$ cat src/rtl/alu_pkg.sv
// Shared definitions for the ALU arbiter: select codes, FSM states, grant
// vector type and the reserved-select test.
package alu_pkg;

    localparam logic [2:0] ALU_FWD = 3'b000;
    localparam logic [2:0] ALU_ADD = 3'b001;
    localparam logic [2:0] ALU_AND = 3'b010;
    localparam logic [2:0] ALU_OR  = 3'b011;

    // Wide enough for the largest legal LATENCY (15).
    localparam int CNT_W = 4;

    typedef enum logic [1:0] {
        IDLE = 2'd0,
        EXEC = 2'd1,
        RESP = 2'd2
    } state_t;

    // One-hot grant; bit i belongs to requester i.
    typedef logic [1:0] grant_t;

    // Selects 100..111 have no ALU function behind them.
    function automatic logic is_reserved(input logic [2:0] sel);
        return sel[2];
    endfunction

endpackage

$ cat src/rtl/rr_arb2.sv
// Two-input round-robin picker. The pointer names the requester that wins
// a tie; a lone valid always wins.
module rr_arb2
    import alu_pkg::*;
(
    input  logic   valid0,
    input  logic   valid1,
    input  logic   ptr,
    output grant_t grant
);

    // NOTE: assigning every always_comb output a default first means no path
    // leaves it unassigned, so no latch is inferred.
    always_comb begin
        grant = 2'b00;
        if (valid0 && (!valid1 || !ptr)) begin
            grant[0] = 1'b1;
        end else if (valid1) begin
            grant[1] = 1'b1;
        end
    end

endmodule

$ cat src/rtl/alu_arbiter.sv
// Shares one ALU between two valid/ready requesters: round-robin grant, fixed
// settle latency on registered ALU inputs, single tagged response strobe.
module alu_arbiter
    import alu_pkg::*;
#(
    parameter int LATENCY = 2,
    parameter int DATA_W  = 8,
    parameter int SEL_W   = 3
) (
    input  logic              clk,
    input  logic              resetn,

    input  logic              req0_valid,
    output logic              req0_ready,
    input  logic [SEL_W-1:0]  req0_select,
    input  logic [DATA_W-1:0] req0_op1,
    input  logic [DATA_W-1:0] req0_op2,

    input  logic              req1_valid,
    output logic              req1_ready,
    input  logic [SEL_W-1:0]  req1_select,
    input  logic [DATA_W-1:0] req1_op1,
    input  logic [DATA_W-1:0] req1_op2,

    output logic [SEL_W-1:0]  alu_select,
    output logic [DATA_W-1:0] alu_data1,
    output logic [DATA_W-1:0] alu_data2,
    input  logic [DATA_W-1:0] alu_result,

    output logic              rsp_valid,
    output logic              rsp_id,
    output logic [DATA_W-1:0] rsp_result,
    output logic              rsp_err,
    output logic              busy
);

    state_t            state;
    state_t            state_nxt;
    logic              ptr;
    logic [CNT_W-1:0]  cnt;
    logic              cur_id;

    grant_t            grant;
    logic              accept;
    logic              capture;
    logic              win_id;
    logic              win_rsv;
    logic [SEL_W-1:0]  win_sel;
    logic [DATA_W-1:0] win_op1;
    logic [DATA_W-1:0] win_op2;

    rr_arb2 u_rr_arb2 (
        .valid0 (req0_valid),
        .valid1 (req1_valid),
        .ptr    (ptr),
        .grant  (grant)
    );

    assign win_id  = grant[1];
    assign win_sel = win_id ? req1_select : req0_select;
    assign win_op1 = win_id ? req1_op1    : req0_op1;
    assign win_op2 = win_id ? req1_op2    : req0_op2;
    assign win_rsv = is_reserved(win_sel[2:0]);

    // READY is qualified with resetn so no requester sees an accept while
    // reset is held, even though the state is already IDLE.
    always_comb begin
        state_nxt  = state;
        req0_ready = 1'b0;
        req1_ready = 1'b0;
        accept     = 1'b0;
        capture    = 1'b0;
        unique case (state)
            IDLE: begin
                req0_ready = grant[0] & resetn;
                req1_ready = grant[1] & resetn;
                accept     = req0_ready | req1_ready;
                if (accept) begin
                    state_nxt = win_rsv ? RESP : EXEC;
                end
            end
            EXEC: begin
                if (cnt == '0) begin
                    capture   = 1'b1;
                    state_nxt = RESP;
                end
            end
            RESP:    state_nxt = IDLE;
            default: state_nxt = IDLE;
        endcase
    end

    // NOTE: sequential state uses non-blocking assignments so every register
    // samples pre-edge values regardless of block evaluation order.
    always_ff @(posedge clk or negedge resetn) begin
        if (!resetn) begin
            state <= IDLE;
        end else begin
            state <= state_nxt;
        end
    end

    // NOTE: every register here is a plain flop (no memory array), so all of
    // them take the asynchronous reset and come up in a defined state.
    always_ff @(posedge clk or negedge resetn) begin
        if (!resetn) begin
            ptr        <= 1'b0;
            cnt        <= '0;
            cur_id     <= 1'b0;
            alu_select <= '0;
            alu_data1  <= '0;
            alu_data2  <= '0;
            rsp_id     <= 1'b0;
            rsp_result <= '0;
            rsp_err    <= 1'b0;
        end else begin
            if (accept) begin
                ptr    <= ~win_id;
                cur_id <= win_id;
                if (win_rsv) begin
                    // Error path: respond immediately, ALU inputs untouched.
                    rsp_id     <= win_id;
                    rsp_result <= '0;
                    rsp_err    <= 1'b1;
                end else begin
                    alu_select <= win_sel;
                    alu_data1  <= win_op1;
                    alu_data2  <= win_op2;
                    cnt        <= CNT_W'(LATENCY - 1);
                end
            end else if (capture) begin
                rsp_id     <= cur_id;
                rsp_result <= alu_result;
                rsp_err    <= 1'b0;
            end else if (state == EXEC) begin
                cnt <= cnt - CNT_W'(1);
            end
        end
    end

    assign rsp_valid = (state == RESP);
    assign busy      = (state != IDLE);

endmodule
$ cat config.mk
export PLATFORM = sky130hd
export DESIGN_NAME = alu_arbiter
export DESIGN_NICKNAME = d
export VERILOG_FILES = /design/src/rtl/alu_pkg.sv /design/src/rtl/rr_arb2.sv /design/src/rtl/alu_arbiter.sv
export SDC_FILE = /design/constraint.sdc
export NUM_CORES = 1
export LEC_CHECK = 0
export ABC_AREA = 1
export BUFFER_PORTS_ARGS = -buffer_cell sky130_fd_sc_hd__buf_4
export CAP_MARGIN = 10
export CELL_PAD_IN_SITES_DETAIL_PLACEMENT = 0
export CELL_PAD_IN_SITES_GLOBAL_PLACEMENT = 2
export CORE_MARGIN = 4
export CORE_UTILIZATION = 25
export DETAILED_ROUTE_END_ITERATION = 12
export HOLD_SLACK_MARGIN = 0.1
export PLACE_DENSITY_LB_ADDON = 0.15
export REMOVE_ABC_BUFFERS = 1
export SLEW_MARGIN = 10
export SYNTH_ARGS = -nofsm -noshare
export SYNTH_HDL_FRONTEND = slang
export SYNTH_HIERARCHICAL = 1
export SYNTH_SLANG_ARGS = --single-unit
$ cat constraint.sdc
create_clock -name clk -period 2.3 [get_ports clk]
set_input_delay 0.46 -clock clk [delete_from_list [all_inputs] [get_ports clk]]
set_output_delay 0.46 -clock clk [all_outputs]
set_load 0.05 [all_outputs]
==> results of run 1 <==
[per-stage QoR]
stage / setup slack (ns) / hold slack (ns)
after floorplan: 0.187 / 0.164
after global placement: 0.378 / 0.382
after detailed placement: 0.348 / 0.384
after CTS: 0.0413 / 0.357
after global routing: 0.0196 / 0.361
final: 0.135 / 0.366
[where the power goes]
| group | switching (uW) | internal (uW) |
|---|---|---|
| registers | 185 | 940 |
| clock network | 229 | 542 |
| logic | 1540 | 658 |
| total | 1960 | 2140 |
[area by class of cell]
class,count,area [um^2]
clock inverter,3,90.1
inverter,16,60.1
timing repair buffer,86,652
sequential,36,901
tap,96,120
clock buffer,5,68.8
multi-input combinational,186,757
fill,767,4180
[cells in the final DEF (no fill, tap or decap)]
cell           synthesis  routed
clkbuf_8               0       5
nand3_2                1       1
inv_2                  2       2
nand4_1                1       1
nand3_1               15      15
buf_4                  2      84
dlygate4sd3_1          0       1
o21ai_0                1       1
inv_1                 13      13
clkinv_1               1       1
conb_1                 1       1
ha_1                   1       1
dfrtp_1               36      36
nor2_2                 1       1
bufinv_16              0       3
nand2_1              152     152
nor2_1                 9       9
a21oi_2                1       1
a21boi_2               1       1
a21oi_1                1       1
buf_6                  1       1
xnor2_1                1       1
[worst reg2reg max path: stages, from the launching register on]
cell,delay [ns]
dfrtp_1,0.39
inv_1,0.06
a21oi_2,0.33
nand2_1,0.09
nand2_1,0.11
nand4_1,0.40
nand2_1,0.21
nand2_1,0.06
nand2_1,0.06
[metal layers]
layer	routed length (um)	global-route usage (%)	vias up
li1	-	-	908
met1	2150	14.5	756
met2	2360	20.4	46
met3	310	3.53	7
met4	62	3.96	0
met5	0	0	-
[kinds of logic (layout without fill, tap and decap cells)]
logic type / after synthesis / after routing
AND/OR/NAND/NOR: 179 / 179
other: 1 / 1
adder cells (fa/ha/maj): 1 / 1
flip-flops: 36 / 36
AO/OA/AOI/OAI: 4 / 4
buffers and inverters: 25 / 110
XOR/XNOR: 1 / 1
[repair_timing]
item | CTS | global route
hold buffers | 1 | 0
endpoints found under the hold margin | 20 | 0
endpoints found under the setup margin | 0 | 3
resized for setup | 0 | 1
[synth_stat cells]
master / instances / share of area (%)
a21boi_2: 1 / 0.64
a21oi_1: 1 / 0.28
a21oi_2: 1 / 0.49
buf_1: 1 / 0.21
buf_2: 4 / 1.1
buf_4: 2 / 0.85
buf_6: 1 / 0.64
clkbuf_1: 1 / 0.21
clkinv_1: 1 / 0.21
conb_1: 1 / 0.21
dfrtp_1: 36 / 51
ha_1: 1 / 0.71
inv_1: 13 / 2.8
inv_2: 2 / 0.42
nand2_1: 152 / 32
nand3_1: 15 / 4.2
nand3_2: 1 / 0.56
nand4_1: 1 / 0.35
nor2_1: 9 / 1.9
nor2_2: 1 / 0.35
o21ai_0: 1 / 0.28
xnor2_1: 1 / 0.49
[state kept, by name, summed over array words and instances, names as in the netlist]
register and flops:
rsp_id 1, ptr 1, alu_select 2, cnt 4, rsp_err 1, rsp_result 8, alu_data2 8, state 2
alu_data1 8, cur_id 1
[worst paths after layout]
| check | endpoint | startpoint | slack (ns) | cells after the start |
|---|---|---|---|---|
| max in group asynchronous | alu_data2[4] | resetn | 1.23 | 3 |
| min in group asynchronous | cur_id | resetn | 0.59 | 2 |
| worst min register to register | cur_id | cur_id | 0.47 | 2 |
| worst max-delay path | req0_ready | resetn | 0.13 | 5 |
| worst max register to register | rsp_id | ptr | 0.53 | 8 |
| worst min-delay path | rsp_result[2] | alu_result[2] | 0.37 | 3 |
==> qor.txt, run 1 <==
critical path capture point type: output port
H-tree depth: 2
Max Cap Violations: 0
port buffer count: 81
CP max stage cell: dlygate4sd3_1
core area: 6830 um^2
worst-path fanout max: 24
main combinational cell family by area after synthesis: simple AND/OR/NAND/NOR gates
clk_skew: 0.00541 ns
max-slew violations: 0
net count reported at finish: 382
Total Wirelength: 4880 um
Final min period: 2.17 ns
Longest Clk Path Bufs: 2
Post-Synthesis Mean Instance Area: 7.17 um^2
Area Growth Syn to Fin: 49.5%
unrepaired setup endpoints after global routing: no
drt first pass iters: 4
drt initial violations: 50
CP required: 1.84 ns
post-route ant nets: 0
Netlist cell types: 22
arrival time at the worst endpoint: 1.71 ns
Synth Register Bits: 36
Die Area: 8500 um^2
Non-Filler Instances: 428
standard-cell rows: 30
Synth Instances: 247
outcome: finished, final reports clean
initial antenna violation count: 0
DP Wirelength: 3720 um
post-route setup TNS: 0 ns
placed instance area: 2480 um^2
DR WL/cell: 11.4 um
final instance area: 2650 um^2
area share of fa/ha/maj cells after synthesis: 0.706%
die height: 92.2 um
CP bufs+invs: 3
fin util: 38.8%
GRT Residual Overflow: 0
Via Count: 1717
CTS tree: yes
CTS Root Cell: clkbuf_8
layout cells sized above 1: 29.8%
largest net degree at the start of global routing: 25
delay-heaviest family, CP: buffers and inverters
Sinks on Clock Net: 36
FMAX: 0.462 GHz
GP Congestion: 0.747
Setup Fix Bufs, Post-CTS: 0
Hold/Removal Path Class: in2reg
final hold vios: 0
fin crit share: 94.1%
global-route wire length before repair: 8110 um
VDD IR max: 525 uV
xor and xnor area share after synthesis: 0.494%
Synth Area in Compound Gates: 1.69%
total CTS buffers: 5
CP peak stage delay: 0.54 ns
Static Leak: 0.00156 uW
total track usage: 12.0%
Total Power: 4100 uW
drc violations: 0
via/cell ratio: 4.01
worst-skew pair later-pin latency: 0.28 ns
critical path type: in2out
vias in the first global route: 1720
diode count: 0
Synth Area in Simple Gates: 39.6%
setup violators final: 0
mux cell area share after synthesis: 0%
worst path cell trace: dlygate4sd3_1, buf_6, nand2_1, nor2_1, buf_4
sequential element share of the synthesized area: 50.8%
die span in x: 92.2 um
Worst-path clk slew: 0.08 ns
Yosys warnings: 6
Placed Instances: 419
Cell Area, Synth: 1770 um^2
Initial Util: 25.9%
I/O pin count: 83
critical path startpoint category: input pin
power density cells: 1550 nW/um^2
No activity file was read; power rests on OpenSTA's default activity.
==> inputs of run 2 (changes only) <==
--- a/config.mk
+++ b/config.mk
@@ -14,7 +14,7 @@
 export CORE_UTILIZATION = 25
 export DETAILED_ROUTE_END_ITERATION = 12
 export HOLD_SLACK_MARGIN = 0.1
-export PLACE_DENSITY_LB_ADDON = 0.15
+export PLACE_DENSITY = 0.82
 export REMOVE_ABC_BUFFERS = 1
 export SLEW_MARGIN = 10
 export SYNTH_ARGS = -nofsm -noshare
==> run 2 against run 1 <==
Fmax is 0.77% lower. Highest routed layer unchanged. Largest cell class unchanged. Cell area is 1.7% lower. Worst setup slack worse by 0.017 ns. Combinational power hardly changed. Register-to-register slack better by 0.07 ns. Die area stayed put. Global-route usage hardly changed. Clock skew hardly changed. First-iteration DRC count is 12% higher. Non-clock buffer count is 1 higher.
==> qor.txt, run 2 (same netlist as run 1, synthesis figures left out) <==
outcome: finished, final reports clean
die span in x: 92.2 um
core area: 6830 um^2
critical path startpoint category: input pin
drt first pass iters: 4
layout cells sized above 1: 30.0%
placed instance area: 2480 um^2
power density cells: 1500 nW/um^2
I/O pin count: 83
CTS Root Cell: clkbuf_8
Hold/Removal Path Class: in2reg
GP Congestion: 0.689
final hold vios: 0
diode count: 0
delay-heaviest family, CP: buffers and inverters
final instance area: 2610 um^2
Worst-path clk slew: 0.07 ns
Initial Util: 25.9%
Area Growth Syn to Fin: 47.0%
clk_skew: 0.00546 ns
GRT Residual Overflow: 0
fin crit share: 94.9%
drc violations: 0
Final min period: 2.18 ns
FMAX: 0.458 GHz
Sinks on Clock Net: 36
Worst R2R Setup Slack: 0.60 ns
total track usage: 12.0%
die height: 92.2 um
worst path cell trace: dlygate4sd3_1, buf_4, nand2_1, nor2_1, buf_4
Setup Fix Bufs, Post-CTS: 0
net count reported at finish: 383
Total Wirelength: 4940 um
standard-cell rows: 30
setup violators final: 0
most frequent cells in the layout: 152 x nand2_1, 86 x buf_4, 36 x dfrtp_1, 15 x nand3_1, 13 x inv_1
via/cell ratio: 4.05
global-route wire length before repair: 8090 um
post-route setup TNS: 0 ns
CP max stage cell: dlygate4sd3_1
critical path capture point type: output port
arrival time at the worst endpoint: 1.72 ns
Static Leak: 0.00154 uW
vias in the first global route: 1716
critical path type: in2out
total CTS buffers: 5
initial antenna violation count: 0
port buffer count: 81
CP required: 1.84 ns
PnR worst setup slack: 0.118 ns
Most common cell on crit path: buf_4
CP peak stage delay: 0.53 ns
DP Wirelength: 3680 um
Longest Clk Path Bufs: 2
DR WL/cell: 11.5 um
CTS tree: yes
H-tree depth: 2
drt initial violations: 56
max-slew violations: 0
Die Area: 8500 um^2
fillers: 767
post-route ant nets: 0
largest net degree at the start of global routing: 21
VDD IR max: 689 uV
unrepaired setup endpoints after global routing: no
worst-path fanout max: 20
worst slack at placement: 0.413 ns
commonest non-fill, non-tap cell in the layout: nand2_1
Via Count: 1738
CP bufs+invs: 3
worst-skew pair later-pin latency: 0.29 ns
Max Cap Violations: 0
biggest regs: alu_data1 x8, alu_data2 x8, rsp_result x8
[run 2: metal layers]
metal / vias up / part of all wire, % / track usage [%]
li1: 913 / - / -
met1: 772 / 47 / 15.8
met2: 48 / 45 / 18.6
met3: 5 / 6.5 / 3.53
met4: 0 / 1.3 / 4.46
met5: - / 0 / 0
[run 2: area by class of cell]
cell class / count / area, um^2 / share of cell area (%)
Tap cell: 96 / 120 / 4.61
Timing Repair Buffer: 87 / 656 / 25.2
Inverter: 16 / 60.1 / 2.31
Multi-Input combinational cell: 186 / 757 / 29.1
Clock buffer: 5 / 68.8 / 2.64
Clock inverter: 3 / 42.5 / 1.63
Sequential cell: 36 / 901 / 34.6
[run 2: worst paths after layout]
path,startpoint,end,cells after the start
min in group asynchronous,resetn,ptr,2
hold reg to reg,alu_select[0],alu_select[0],2
setup / recovery,resetn,req0_ready,5
hold / removal,alu_result[6],rsp_result[6],3
max in group asynchronous,resetn,alu_select[1],3
setup reg to reg,ptr,rsp_id,8
[run 2: through the flow]
stage / hold WS (ns) / instances / utilization [%] / total power, uW
after floorplan: 0.164 / 238 / - / 2640
after global placement: 0.357 / 420 / 36.4 / 3360
after detailed placement: 0.361 / 420 / 36.4 / 3380
after CTS: 0.357 / 429 / 38.1 / 3950
after global routing: 0.357 / 429 / 38.1 / 4180
final: 0.369 / 429 / 38.1 / 3900
[run 2: worst register-to-register path: stages (launching register included)]
cell and delay [ns]:
dfrtp_1 0.39, inv_1 0.06, a21oi_2 0.27, nand2_1 0.09, nand2_1 0.11, nand4_1 0.40, nand2_1 0.21, nand2_1 0.07
nand2_1 0.05
[run 2: report_power, final]
part	switching [uW]	total [uW]	internal, uW
clock network	236	557	321
registers	191	1130	940
logic	1550	2210	662
[run 2: timing repair]
action,in CTS,in global routing
endpoints found under the setup margin,0,0
gates resized for setup,0,0
hold buffers,1,0
hold endpoints to repair,16,0
==> inputs of run 3 (changes only) <==
--- a/config.mk
+++ b/config.mk
@@ -6,15 +6,15 @@
 export NUM_CORES = 1
 export LEC_CHECK = 0
 export ABC_AREA = 1
-export BUFFER_PORTS_ARGS = -buffer_cell sky130_fd_sc_hd__buf_4
 export CAP_MARGIN = 10
 export CELL_PAD_IN_SITES_DETAIL_PLACEMENT = 0
 export CELL_PAD_IN_SITES_GLOBAL_PLACEMENT = 2
 export CORE_MARGIN = 4
-export CORE_UTILIZATION = 25
+export CORE_UTILIZATION = 34
 export DETAILED_ROUTE_END_ITERATION = 12
+export DONT_BUFFER_PORTS = 1
 export HOLD_SLACK_MARGIN = 0.1
-export PLACE_DENSITY = 0.82
+export PLACE_DENSITY = 0.81
 export REMOVE_ABC_BUFFERS = 1
 export SLEW_MARGIN = 10
 export SYNTH_ARGS = -nofsm -noshare
==> run 3 against run 2 <==
Largest cell class unchanged. Highest routed layer unchanged. Critical path type is now reg2out. Die area decreased by 24%. Sequential share of layout area increased by 11 points. Clock power decreased by 15%.
==> qor.txt, run 3 (same netlist as run 1, synthesis figures left out) <==
worst-skew pair later-pin latency: 0.28 ns
DP Wirelength: 3050 um
placed instance area: 1860 um^2
I/O pin count: 83
worst slack at placement: 0.368 ns
Total Wirelength: 4280 um
outcome: finished, final reports clean
Total Power: 3340 uW
Clk network pwr share: 14.1%
via/cell ratio: 4.48
H-tree depth: 2
critical path startpoint category: flop
RR Startpoint: ptr
Max Cap Violations: 0
sequential power share: 60.2%
arrival time at the worst endpoint: 1.58 ns
drc violations: 0
CP peak stage delay: 0.40 ns
Area Growth Syn to Fin: 12.3%
area of the multi-input gates: 757 um^2
fin crit share: 88.6%
drt first pass iters: 4
Hold-fix buffers, CTS: 2
r2r endpoint: rsp_id
worst-path fanout max: 5
DR WL/cell: 13.3 um
global-route wire length before repair: 7020 um
largest net degree at the start of global routing: 37
post-route setup TNS: 0 ns
sequential cell area: 901 um^2
Static Leak: 0.00116 uW
Worst-path clk slew: 0.07 ns
port buffer count: 0
Via Count: 1448
Initial Util: 34.9%
Die Area: 6430 um^2
layout cells sized above 1: 7.91%
Longest Clk Path Bufs: 2
VDD IR max: 695 uV
switching power: 1850 uW
core area: 5070 um^2
Int Power: 1490 uW
standard-cell rows: 26
CP max stage cell: dfrtp_1
total CTS buffers: 5
fillers: 573
Final min period: 2.04 ns
commonest non-fill, non-tap cell in the layout: nand2_1
FF-to-FF path depth: 7
critical path type: reg2out
CP Depth: 4
delay-heaviest family, CP: buffers and inverters
Setup Fix Bufs, Post-CTS: 0
drt initial violations: 54
PnR worst setup slack: 0.262 ns
diode count: 0
FMAX: 0.491 GHz
Sinks on Clock Net: 36
initial antenna violation count: 0
clk_skew: 0.00653 ns
final hold vios: 0
GP Congestion: 0.776
CTS Root Cell: clkbuf_8
die height: 80.2 um
vias in the first global route: 1414
Logic pwr share: 25.6%
CP startpoint: state[1]
CTS tree: yes
CP required: 1.84 ns
unrepaired setup endpoints after global routing: no
total track usage: 14.3%
final instance area: 1990 um^2
GRT Residual Overflow: 0
power density cells: 1680 nW/um^2
switching share of total power: 55.4%
setup violators final: 0
die span in x: 80.2 um
CP Capture Point: req0_ready
fin util: 39.2%
post-route ant nets: 0
net count reported at finish: 304
post_cts resized: 0
Hold/Removal Path Class: in2reg
worst path cell trace: nor2_2, inv_1, nor2_1, buf_4
Worst R2R Setup Slack: 0.44 ns
CP bufs+invs: 2
biggest regs: alu_data1 x8, alu_data2 x8, rsp_result x8
critical path capture point type: output port
most frequent cells in the layout: 152 x nand2_1, 36 x dfrtp_1, 15 x nand3_1, 13 x inv_1, 9 x nor2_1
max-slew violations: 0
-- run 3: changes by cell type in the layout (fill, tap and decap cells not counted), sizes merged --
| cell | before | now |
|---|---|---|
| clkinv | 2 | 1 |
| bufinv | 1 | 0 |
| clkbuf | 5 | 7 |
| buf | 86 | 7 |
| clkinvlp | 1 | 0 |
-- run 3: area by class of cell --
| class | count | share of cell area [%] |
|---|---|---|
| Multi-Input combinational cell | 186 | 38.1 |
| Tap cell | 70 | 4.40 |
| Clock buffer | 7 | 4.84 |
| Sequential cell | 36 | 45.3 |
| Inverter | 16 | 3.02 |
| Timing Repair Buffer | 8 | 4.40 |
-- run 3: how the worst min path moves through the flow --
stage | start | to | slack [ns] | cells after the start
global route | alu_result[2] | rsp_result[2] | 0.28 | 2
detailed placement | resetn | state[1] | 0.17 | 0
floorplan | resetn | alu_data1[0] | 0.16 | 0
CTS | alu_result[0] | rsp_result[0] | 0.28 | 2
global placement | resetn | cur_id | 0.17 | 0
finish | alu_result[0] | rsp_result[0] | 0.29 | 2
-- run 3: worst reg2reg max path, cell delays in order, from the launching register on --
cell,delay (ns)
dfrtp_1,0.38
inv_1,0.06
a21oi_2,0.28
inv_2,0.22
nand2_1,0.14
nand4_1,0.40
nand3_1,0.21
nand2_1,0.07
-- run 3: power groups by stage --
stage | registers [uW] | logic (uW) | clock network, uW
2_1_floorplan | 1960 | 678 | 0
3_3_place_gp | 2040 | 846 | 0
3_5_place_dp | 2040 | 857 | 0
4_1_cts | 2020 | 879 | 493
5_1_grt | 2050 | 1010 | 519
6_report | 2010 | 856 | 472
-- run 3: layer usage --
layer	wire [um]	up-vias	global-route usage [%]
li1	-	752	-
met1	1830	639	19.1
met2	2070	48	21.9
met3	318	9	4.37
met4	70	0	5.07
met5	0	-	0
-- run 3: through the flow --
step	hold slack, ns	instances
2_1_floorplan	0.164	238
3_3_place_gp	0.166	314
3_5_place_dp	0.166	314
4_1_cts	0.282	323
5_1_grt	0.283	323
6_report	0.292	323
